## src/rtl/rx_tlp_sender_pkg.sv

```systemverilog
// Shared constants, state encodings and helpers for the RX TLP sender.
package rx_tlp_sender_pkg;

    // Ring buffer address width is BF+1 bits.
    localparam int BF = 4;

    // MemWr64 with data: 4DW header, fmt=11, type=00000.
    localparam logic [1:0] TLP_FMT_4DW_DATA = 2'b11;
    localparam logic [4:0] TLP_TYPE_MEM     = 5'b00000;
    localparam logic [3:0] TLP_BE_ALL       = 4'hF;

    // The first 'h10 qwords (128 bytes) of every page hold the page header.
    localparam logic [18:0] PAGE_HDR_OFFSET = 19'h10;

    typedef enum logic [3:0] {
        IDLE,
        WAIT_PG,
        HDR0,
        HDR1,
        DATA,
        PH_HDR0,
        PH_HDR1,
        PH_DATA,
        DONE
    } state_t;

    typedef enum logic [1:0] {
        REQ_TRIGGER,
        REQ_LAST,
        REQ_CHANGE
    } req_t;

    // Swapping the two DWs and reversing bytes inside each DW is the same
    // as reversing all eight bytes of the qword.
    function automatic logic [63:0] swap_qword(input logic [63:0] q);
        logic [63:0] r;
        for (int i = 0; i < 8; i++) begin
            r[8*i +: 8] = q[8*(7-i) +: 8];
        end
        return r;
    endfunction

endpackage

```

## src/rtl/rx_tlp_hdr_build.sv

```systemverilog
// Combinational builder for the two header beats of a 4DW MemWr64 TLP.
module rx_tlp_hdr_build
    import rx_tlp_sender_pkg::*;
(
    input  logic [9:0]  length,
    input  logic [15:0] requester_id,
    input  logic [63:0] address,
    output logic [63:0] hdr_beat0,
    output logic [63:0] hdr_beat1
);

    logic [31:0] dw0;
    logic [31:0] dw1;

    // Assemble DW0/DW1 (TC, attr, tag all zero; both byte enables full) and the address beat.
    always_comb begin
        dw0 = {1'b0, TLP_FMT_4DW_DATA, TLP_TYPE_MEM, 1'b0, 3'b000, 4'b0000,
               1'b0, 1'b0, 2'b00, 2'b00, length};
        dw1 = {requester_id, 8'h00, TLP_BE_ALL, TLP_BE_ALL};
        hdr_beat0 = {dw0, dw1};
        hdr_beat1 = {address[63:32], address[31:0]};
    end

endmodule

```

## src/rtl/rx_tlp_sender.sv

```systemverilog
// Streams ring-buffer data into host huge pages as MemWr64 TLPs and closes
// pages with a page-header TLP holding the number of data qwords written.
module rx_tlp_sender
    import rx_tlp_sender_pkg::*;
(
    input  logic          clk,
    input  logic          reset_n,
    input  logic          trigger_tlp,
    output logic          trigger_tlp_ack,
    input  logic          send_last_tlp,
    input  logic          change_huge_page,
    output logic          change_huge_page_ack,
    input  logic [4:0]    qwords_to_send,
    output logic [BF:0]   rd_addr,
    input  logic [63:0]   rd_data,
    input  logic [63:0]   huge_page_addr_1,
    input  logic [63:0]   huge_page_addr_2,
    input  logic          huge_page_status_1,
    input  logic          huge_page_status_2,
    output logic          huge_page_unlock_1,
    output logic          huge_page_unlock_2,
    input  logic [15:0]   cfg_completer_id,
    output logic [63:0]   trn_td,
    output logic [7:0]    trn_trem_n,
    output logic          trn_tsof_n,
    output logic          trn_teof_n,
    output logic          trn_tsrc_rdy_n,
    input  logic          trn_tdst_rdy_n,
    input  logic [3:0]    trn_tbuf_av
);

    state_t        state;
    state_t        state_next;
    req_t          req_kind;
    logic [4:0]    qwords_q;
    logic [4:0]    data_cnt;
    logic [BF:0]   rd_ptr;
    logic [18:0]   page_offset;
    logic          cur_page;

    logic          data_last;
    logic          adv_ptr;
    logic          in_page_hdr;
    logic          page_ready;
    logic [63:0]   page_base;
    logic [63:0]   tlp_addr;
    logic [9:0]    tlp_length;
    logic [63:0]   hdr_beat0;
    logic [63:0]   hdr_beat1;
    logic          unused_tbuf;

    assign unused_tbuf = ^{trn_tbuf_av[3:2], trn_tbuf_av[0]};
    assign trn_trem_n  = 8'h00;

    // Select the current page and form the address/length fed to the header builder.
    always_comb begin
        page_base   = cur_page ? huge_page_addr_2 : huge_page_addr_1;
        page_ready  = cur_page ? huge_page_status_2 : huge_page_status_1;
        in_page_hdr = (state == PH_HDR0) || (state == PH_HDR1);
        tlp_length  = in_page_hdr ? 10'd2 : {4'b0000, qwords_q, 1'b0};
        tlp_addr    = in_page_hdr ? page_base
                                  : page_base + {42'b0, page_offset, 3'b000};
        data_last   = (data_cnt == qwords_q - 5'd1);
    end

    rx_tlp_hdr_build u_hdr_build (
        .length       (tlp_length),
        .requester_id (cfg_completer_id),
        .address      (tlp_addr),
        .hdr_beat0    (hdr_beat0),
        .hdr_beat1    (hdr_beat1)
    );

    // Read address looks one entry ahead on an accepted data beat so the
    // registered rd_data lines up with the next beat; it holds during stalls.
    assign rd_addr = adv_ptr ? rd_ptr + 1'b1 : rd_ptr;

    // Next-state logic and all TRN/handshake outputs.
    always_comb begin
        state_next           = state;
        trn_td               = 64'h0;
        trn_tsof_n           = 1'b1;
        trn_teof_n           = 1'b1;
        trn_tsrc_rdy_n       = 1'b1;
        trigger_tlp_ack      = 1'b0;
        change_huge_page_ack = 1'b0;
        huge_page_unlock_1   = 1'b0;
        huge_page_unlock_2   = 1'b0;
        adv_ptr              = 1'b0;
        unique case (state)
            IDLE: begin
                if (change_huge_page || send_last_tlp || trigger_tlp) begin
                    state_next = WAIT_PG;
                end
            end
            WAIT_PG: begin
                if (page_ready && trn_tbuf_av[1]) begin
                    state_next = (req_kind == REQ_CHANGE) ? PH_HDR0 : HDR0;
                end
            end
            HDR0, PH_HDR0: begin
                trn_tsrc_rdy_n = 1'b0;
                trn_tsof_n     = 1'b0;
                trn_td         = hdr_beat0;
                if (!trn_tdst_rdy_n) begin
                    state_next = (state == HDR0) ? HDR1 : PH_HDR1;
                end
            end
            HDR1, PH_HDR1: begin
                trn_tsrc_rdy_n = 1'b0;
                trn_td         = hdr_beat1;
                if (!trn_tdst_rdy_n) begin
                    state_next = (state == HDR1) ? DATA : PH_DATA;
                end
            end
            DATA: begin
                trn_tsrc_rdy_n = 1'b0;
                trn_teof_n     = ~data_last;
                trn_td         = swap_qword(rd_data);
                if (!trn_tdst_rdy_n) begin
                    adv_ptr = 1'b1;
                    if (data_last) begin
                        state_next = (req_kind == REQ_LAST) ? PH_HDR0 : DONE;
                    end
                end
            end
            PH_DATA: begin
                trn_tsrc_rdy_n = 1'b0;
                trn_teof_n     = 1'b0;
                trn_td         = {45'b0, page_offset - PAGE_HDR_OFFSET};
                if (!trn_tdst_rdy_n) begin
                    state_next = DONE;
                end
            end
            DONE: begin
                if (req_kind == REQ_TRIGGER) begin
                    trigger_tlp_ack = 1'b1;
                end else begin
                    change_huge_page_ack = 1'b1;
                    huge_page_unlock_1   = ~cur_page;
                    huge_page_unlock_2   = cur_page;
                end
                state_next = IDLE;
            end
            default: state_next = IDLE;
        endcase
    end

    // State register; reset abandons any packet in flight.
    always_ff @(posedge clk or negedge reset_n) begin
        if (!reset_n) begin
            state <= IDLE;
        end else begin
            state <= state_next;
        end
    end

    // Capture the accepted request kind and its payload size.
    always_ff @(posedge clk or negedge reset_n) begin
        if (!reset_n) begin
            req_kind <= REQ_TRIGGER;
            qwords_q <= 5'd0;
        end else if (state == IDLE) begin
            if (change_huge_page) begin
                req_kind <= REQ_CHANGE;
                qwords_q <= qwords_to_send;
            end else if (send_last_tlp) begin
                req_kind <= REQ_LAST;
                qwords_q <= qwords_to_send;
            end else if (trigger_tlp) begin
                req_kind <= REQ_TRIGGER;
                qwords_q <= qwords_to_send;
            end
        end
    end

    // Ring-buffer pointer and per-TLP data beat counter.
    always_ff @(posedge clk or negedge reset_n) begin
        if (!reset_n) begin
            rd_ptr   <= '0;
            data_cnt <= 5'd0;
        end else if (state == HDR1) begin
            data_cnt <= 5'd0;
        end else if (adv_ptr) begin
            rd_ptr   <= rd_ptr + 1'b1;
            data_cnt <= data_cnt + 5'd1;
        end
    end

    // Page fill level and current page; a closed page hands over to the other one.
    always_ff @(posedge clk or negedge reset_n) begin
        if (!reset_n) begin
            page_offset <= PAGE_HDR_OFFSET;
            cur_page    <= 1'b0;
        end else if (adv_ptr && data_last) begin
            page_offset <= page_offset + {14'b0, qwords_q};
        end else if (state == DONE && req_kind != REQ_TRIGGER) begin
            page_offset <= PAGE_HDR_OFFSET;
            cur_page    <= ~cur_page;
        end
    end

endmodule

```

## config.mk

```make
export PLATFORM = sky130hd
export DESIGN_NAME = rx_tlp_sender
export DESIGN_NICKNAME = d
export VERILOG_FILES = /design/src/rtl/rx_tlp_sender_pkg.sv /design/src/rtl/rx_tlp_hdr_build.sv /design/src/rtl/rx_tlp_sender.sv
export SDC_FILE = /design/constraint.sdc
export NUM_CORES = 1
export LEC_CHECK = 0
export ABC_AREA = 1
export BUFFER_PORTS_ARGS = -buffer_cell sky130_fd_sc_hd__buf_2
export CAP_MARGIN = 20
export CORE_ASPECT_RATIO = 1.75
export CORE_MARGIN = 4
export CORE_UTILIZATION = 47
export CTS_CLUSTER_SIZE = 10
export DETAILED_ROUTE_END_ITERATION = 6
export PLACE_DENSITY = 0.84
export SLEW_MARGIN = 25
export SYNTH_ARGS = -nofsm -noshare
export SYNTH_HDL_FRONTEND = slang
export SYNTH_SLANG_ARGS = --single-unit
```

## constraint.sdc

```tcl
create_clock -name clk -period 3.35 [get_ports clk]
set_input_delay 0.5025 -clock clk [delete_from_list [all_inputs] [get_ports clk]]
set_output_delay 0.5025 -clock clk [all_outputs]
set_load 0.02 [all_outputs]
```

==> impl_metrics.env <==
export IMPL_status="finished with violations"
export IMPL_violations="setup timing"
export IMPL_wirelength_mm=41.43
export IMPL_overflow=0
export IMPL_end_kind="output pin"
export IMPL_htreeDepth=2
export IMPL_die_area_sq_um=19420
export IMPL_drcViolationCount=0
export IMPL_numCtsBuffers=5
export IMPL_r2r_start="qwords_q[1]"
export IMPL_grt_antenna_before_repair=2
export IMPL_hpwl_mm=29.54
export IMPL_ys_seq_area_frac=0.1272
export IMPL_critPathLaunch="cur_page"
export IMPL_syn_cell_area_sq_um=8074
export IMPL_yosysMostFrequentCell="nand2_1"
export IMPL_report_final_slew_viol_count=0
export IMPL_cp_buffers_inverters=7
export IMPL_portBuffers=297
export IMPL_ir_drop_uv=716.9
export IMPL_clk_path_buf_depth=2
export IMPL_synth_cell_types=46
export IMPL_path_cells="inv_8, buf_12, or2_4, o21ai_1, buf_4, inv_4, ha_4, nand2_4, buf_6, buf_4, nor3_2, nand2_1, nand2_2, nand2_4, nor2_4, nand3_1, nand3_1, nand2_1, buf_2"
export IMPL_crit_fanout=8
export IMPL_start_util=0.4764
export IMPL_ys_ff_latch=41
export IMPL_firstDrtPassIters=6
export IMPL_clk_pin_slew_ns=0.07
export IMPL_synth_warnings=0
export IMPL_fmax_mhz=264.5
export IMPL_period_needed_ns=3.780
export IMPL_dieHeight_microns=181.4
export IMPL_drt_initial_drc_count=832
export IMPL_grt_max_degree=54
export IMPL_grt_use_total=0.3865
export IMPL_max_cap_violations=0
export IMPL_place_congestion=1.007
export IMPL_rrSetupSlack_ns=0.87
export IMPL_cts_tree="done"
export IMPL_grt_pass1_wl_mm=59.31
export IMPL_vias=12200
export IMPL_path_class="flop to output pin"
export IMPL_final_core_util=0.7608
export IMPL_whs_ns=0.2435
export IMPL_setup_ws_ns=-0.4301
export IMPL_wire_per_inst_microns=19.16
export IMPL_chipWidth_microns=107.1
export IMPL_fin_nets=2187
export IMPL_worstSkewPairLatency_ns=0.30
export IMPL_final_hold_viol_count=0
export IMPL_area_growth_pct=59.69
export IMPL_synth_top_cell_area_share=0.2245
export IMPL_drive_above_1_share=0.4216
export IMPL_cp_arrival_ns=3.28
export IMPL_crit_required_ns=2.85
export IMPL_met1_usage=0.3592
export IMPL_path_delay_family="simple AND/OR/NAND/NOR gates"
export IMPL_viasPerCell=5.644
export IMPL_synth_top_area_cell="nand2_1"
export IMPL_netlist_instances=1496
export IMPL_cp_start_kind="flop"
export IMPL_avgSynthCellArea_sq_um=5.397
export IMPL_maxSlewHeadroom=0.2913
export IMPL_nFillCells=1316
export IMPL_core_area_sq_um=16950
export IMPL_grt_use_met2=0.6920
export IMPL_slowest_stage="dfrtp_4"
export IMPL_critPathMaxStageDelay_ns=0.48
export IMPL_synthTopCellsByCount="483 x nand2_1, 199 x inv_1, 141 x nor2_1, 119 x nand3_1, 90 x o21ai_0"
export IMPL_synth_ff_type="dfrtp_1"
export IMPL_ant_nets=0
export IMPL_totalPowerFinal_mw=9.253
export IMPL_rsz0062_at_grt="true"
export IMPL_p_per_area_nw_per_um2=717.6
export IMPL_skew_ns=0.006388
export IMPL_hold_path_class="input port to async pin"
export IMPL_cts_sinks=41
export IMPL_grt_busiest_layer="met2"
export IMPL_ys_top_cells_by_area="nand2_1 22%, dfrtp_1 12%, inv_1 9.3%"
export IMPL_ioPinCount=309
export IMPL_setup_viol=56
export IMPL_synth_edf_count=0
export IMPL_grtUsageMet3=0.06581
export IMPL_worst_slew_pin_slew_ns=1.062
export IMPL_synthArstFlopShare=1.000
export IMPL_rows=63
export IMPL_period_share=1.128
export IMPL_root_buffer="clkbuf_16"
export IMPL_leakagePower_nw=6.632
export IMPL_first_global_vias=12090
==> area by class of cell <==
cell class                      instances  area (sq um)  area share
Multi-Input combinational cell       1200          7432      0.5764
Timing Repair Buffer                  478          3203      0.2484
Sequential cell                        41          1031     0.07996
Inverter                              206         787.0     0.06104
Tap cell                              227         284.0     0.02203
Clock buffer                            5         125.1    0.009704
Clock inverter                          3         26.28    0.002038
Antenna cell                            2         5.005   0.0003882
==> power breakdown <==
| part | total [mW] | switching, mW | internal [mW] | leakage [nW] |
|---|---|---|---|---|
| Clock | 0.522 | 0.237 | 0.285 | 0.0752 |
| Sequential | 0.813 | 0.197 | 0.617 | 0.540 |
| Combinational | 7.92 | 4.89 | 3.02 | 6.02 |
| Total | 9.25 | 5.33 | 3.93 | 6.63 |
==> worst register-to-register path, cell delays in order (launching register included) <==
cell	delay [ns]
dfrtp_1	0.42
inv_1	0.17
ha_1	0.22
nand2_1	0.07
nor2_1	0.15
o21ai_0	0.13
a21oi_1	0.20
nand3_2	0.10
buf_4	0.22
nand2_1	0.49
o21ai_0	0.17
==> what timing repair did <==
action / CTS / global route
buffers inserted: 20 / 10
pin swaps: 58 / 59
hold buffers: 0 / 0
resized for setup: 326 / 125
hold endpoints to repair: 0 / 0
cloned: 3 / 0
endpoints found under the setup margin: 57 / 58
==> final timing paths <==
check                                 endpoint  depth (start not counted)
worst max register to register  page_offset[1]                         10
max in group asynchronous          qwords_q[0]                          2
min in group clk                   qwords_q[1]                          3
worst min-delay path            page_offset[7]                          1
worst min register to register       rd_ptr[4]                          1
worst max-delay path                trn_td[56]                         19
==> placed cells by master (no fill, tap or decap), types with 4 or more instances in the layout <==
cell type	netlist	layout
nand2_1	483	416
buf_2	14	255
inv_1	199	169
buf_4	12	169
nor2_1	141	106
nand3_1	119	91
nand2_2	18	55
a21oi_1	71	50
o21ai_0	90	50
buf_6	8	48
dfrtp_1	40	39
o21ai_1	32	38
xor2_1	35	33
inv_2	5	32
nand4_1	32	32
nand2_4	0	28
nor2_4	6	28
nand3_2	3	27
nor2_2	13	26
o21ai_2	3	20
ha_4	0	19
or2_4	0	17
o21ai_4	0	17
a21oi_2	0	15
o22ai_1	14	14
nor3_1	14	12
o211ai_1	10	10
xnor2_1	11	10
ha_1	28	9
conb_1	1	8
nor3_2	6	7
a22oi_1	7	7
or2_2	23	6
a21oi_4	0	6
clkbuf_16	0	5
nand3_4	0	4
nand2_8	0	4
o31ai_1	4	4
==> per-layer routing <==
| layer | share of wire | wire length [microns] |
|---|---|---|
| met4 | 0.12 | 4769 |
| met2 | 0.50 | 20530 |
| met5 | 0 | 0 |
| met1 | 0.32 | 13160 |
| met3 | 0.072 | 2975 |
==> registers in the layout (all words and copies together) (netlist names) <==
register / cells
qwords_q: 5
rd_ptr: 5
state: 4
cur_page: 1
page_offset: 19
data_cnt: 5
req_kind: 2
==> kinds of logic (layout without fill, tap and decap cells) <==
logic type / Yosys count / count (layout) / synth area share
simple gates: 865 / 867 / 0.4646
buf+inv: 264 / 692 / 0.1379
compound gates: 247 / 247 / 0.1688
xor+xnor: 46 / 46 / 0.04990
flops: 41 / 41 / 0.1272
fa+ha+maj: 30 / 30 / 0.04835
mux: 2 / 2 / 0.002789
other cells: 1 / 10 / 0.0004645
==> stage by stage <==
step	cells	setup WS [ns]	area, sq um	TNS [ns]
2_1_floorplan	1503	-0.05772	8315	-0.08939
3_3_place_gp	2124	-0.1632	10930	-2.743
3_5_place_dp	2124	-0.2273	10930	-4.562
4_1_cts	2154	-0.2434	12370	-8.288
5_1_grt	2162	-0.5197	12890	-20.29
6_report	2162	-0.4301	12890	-15.91
Power figures use the tool's default switching activity.
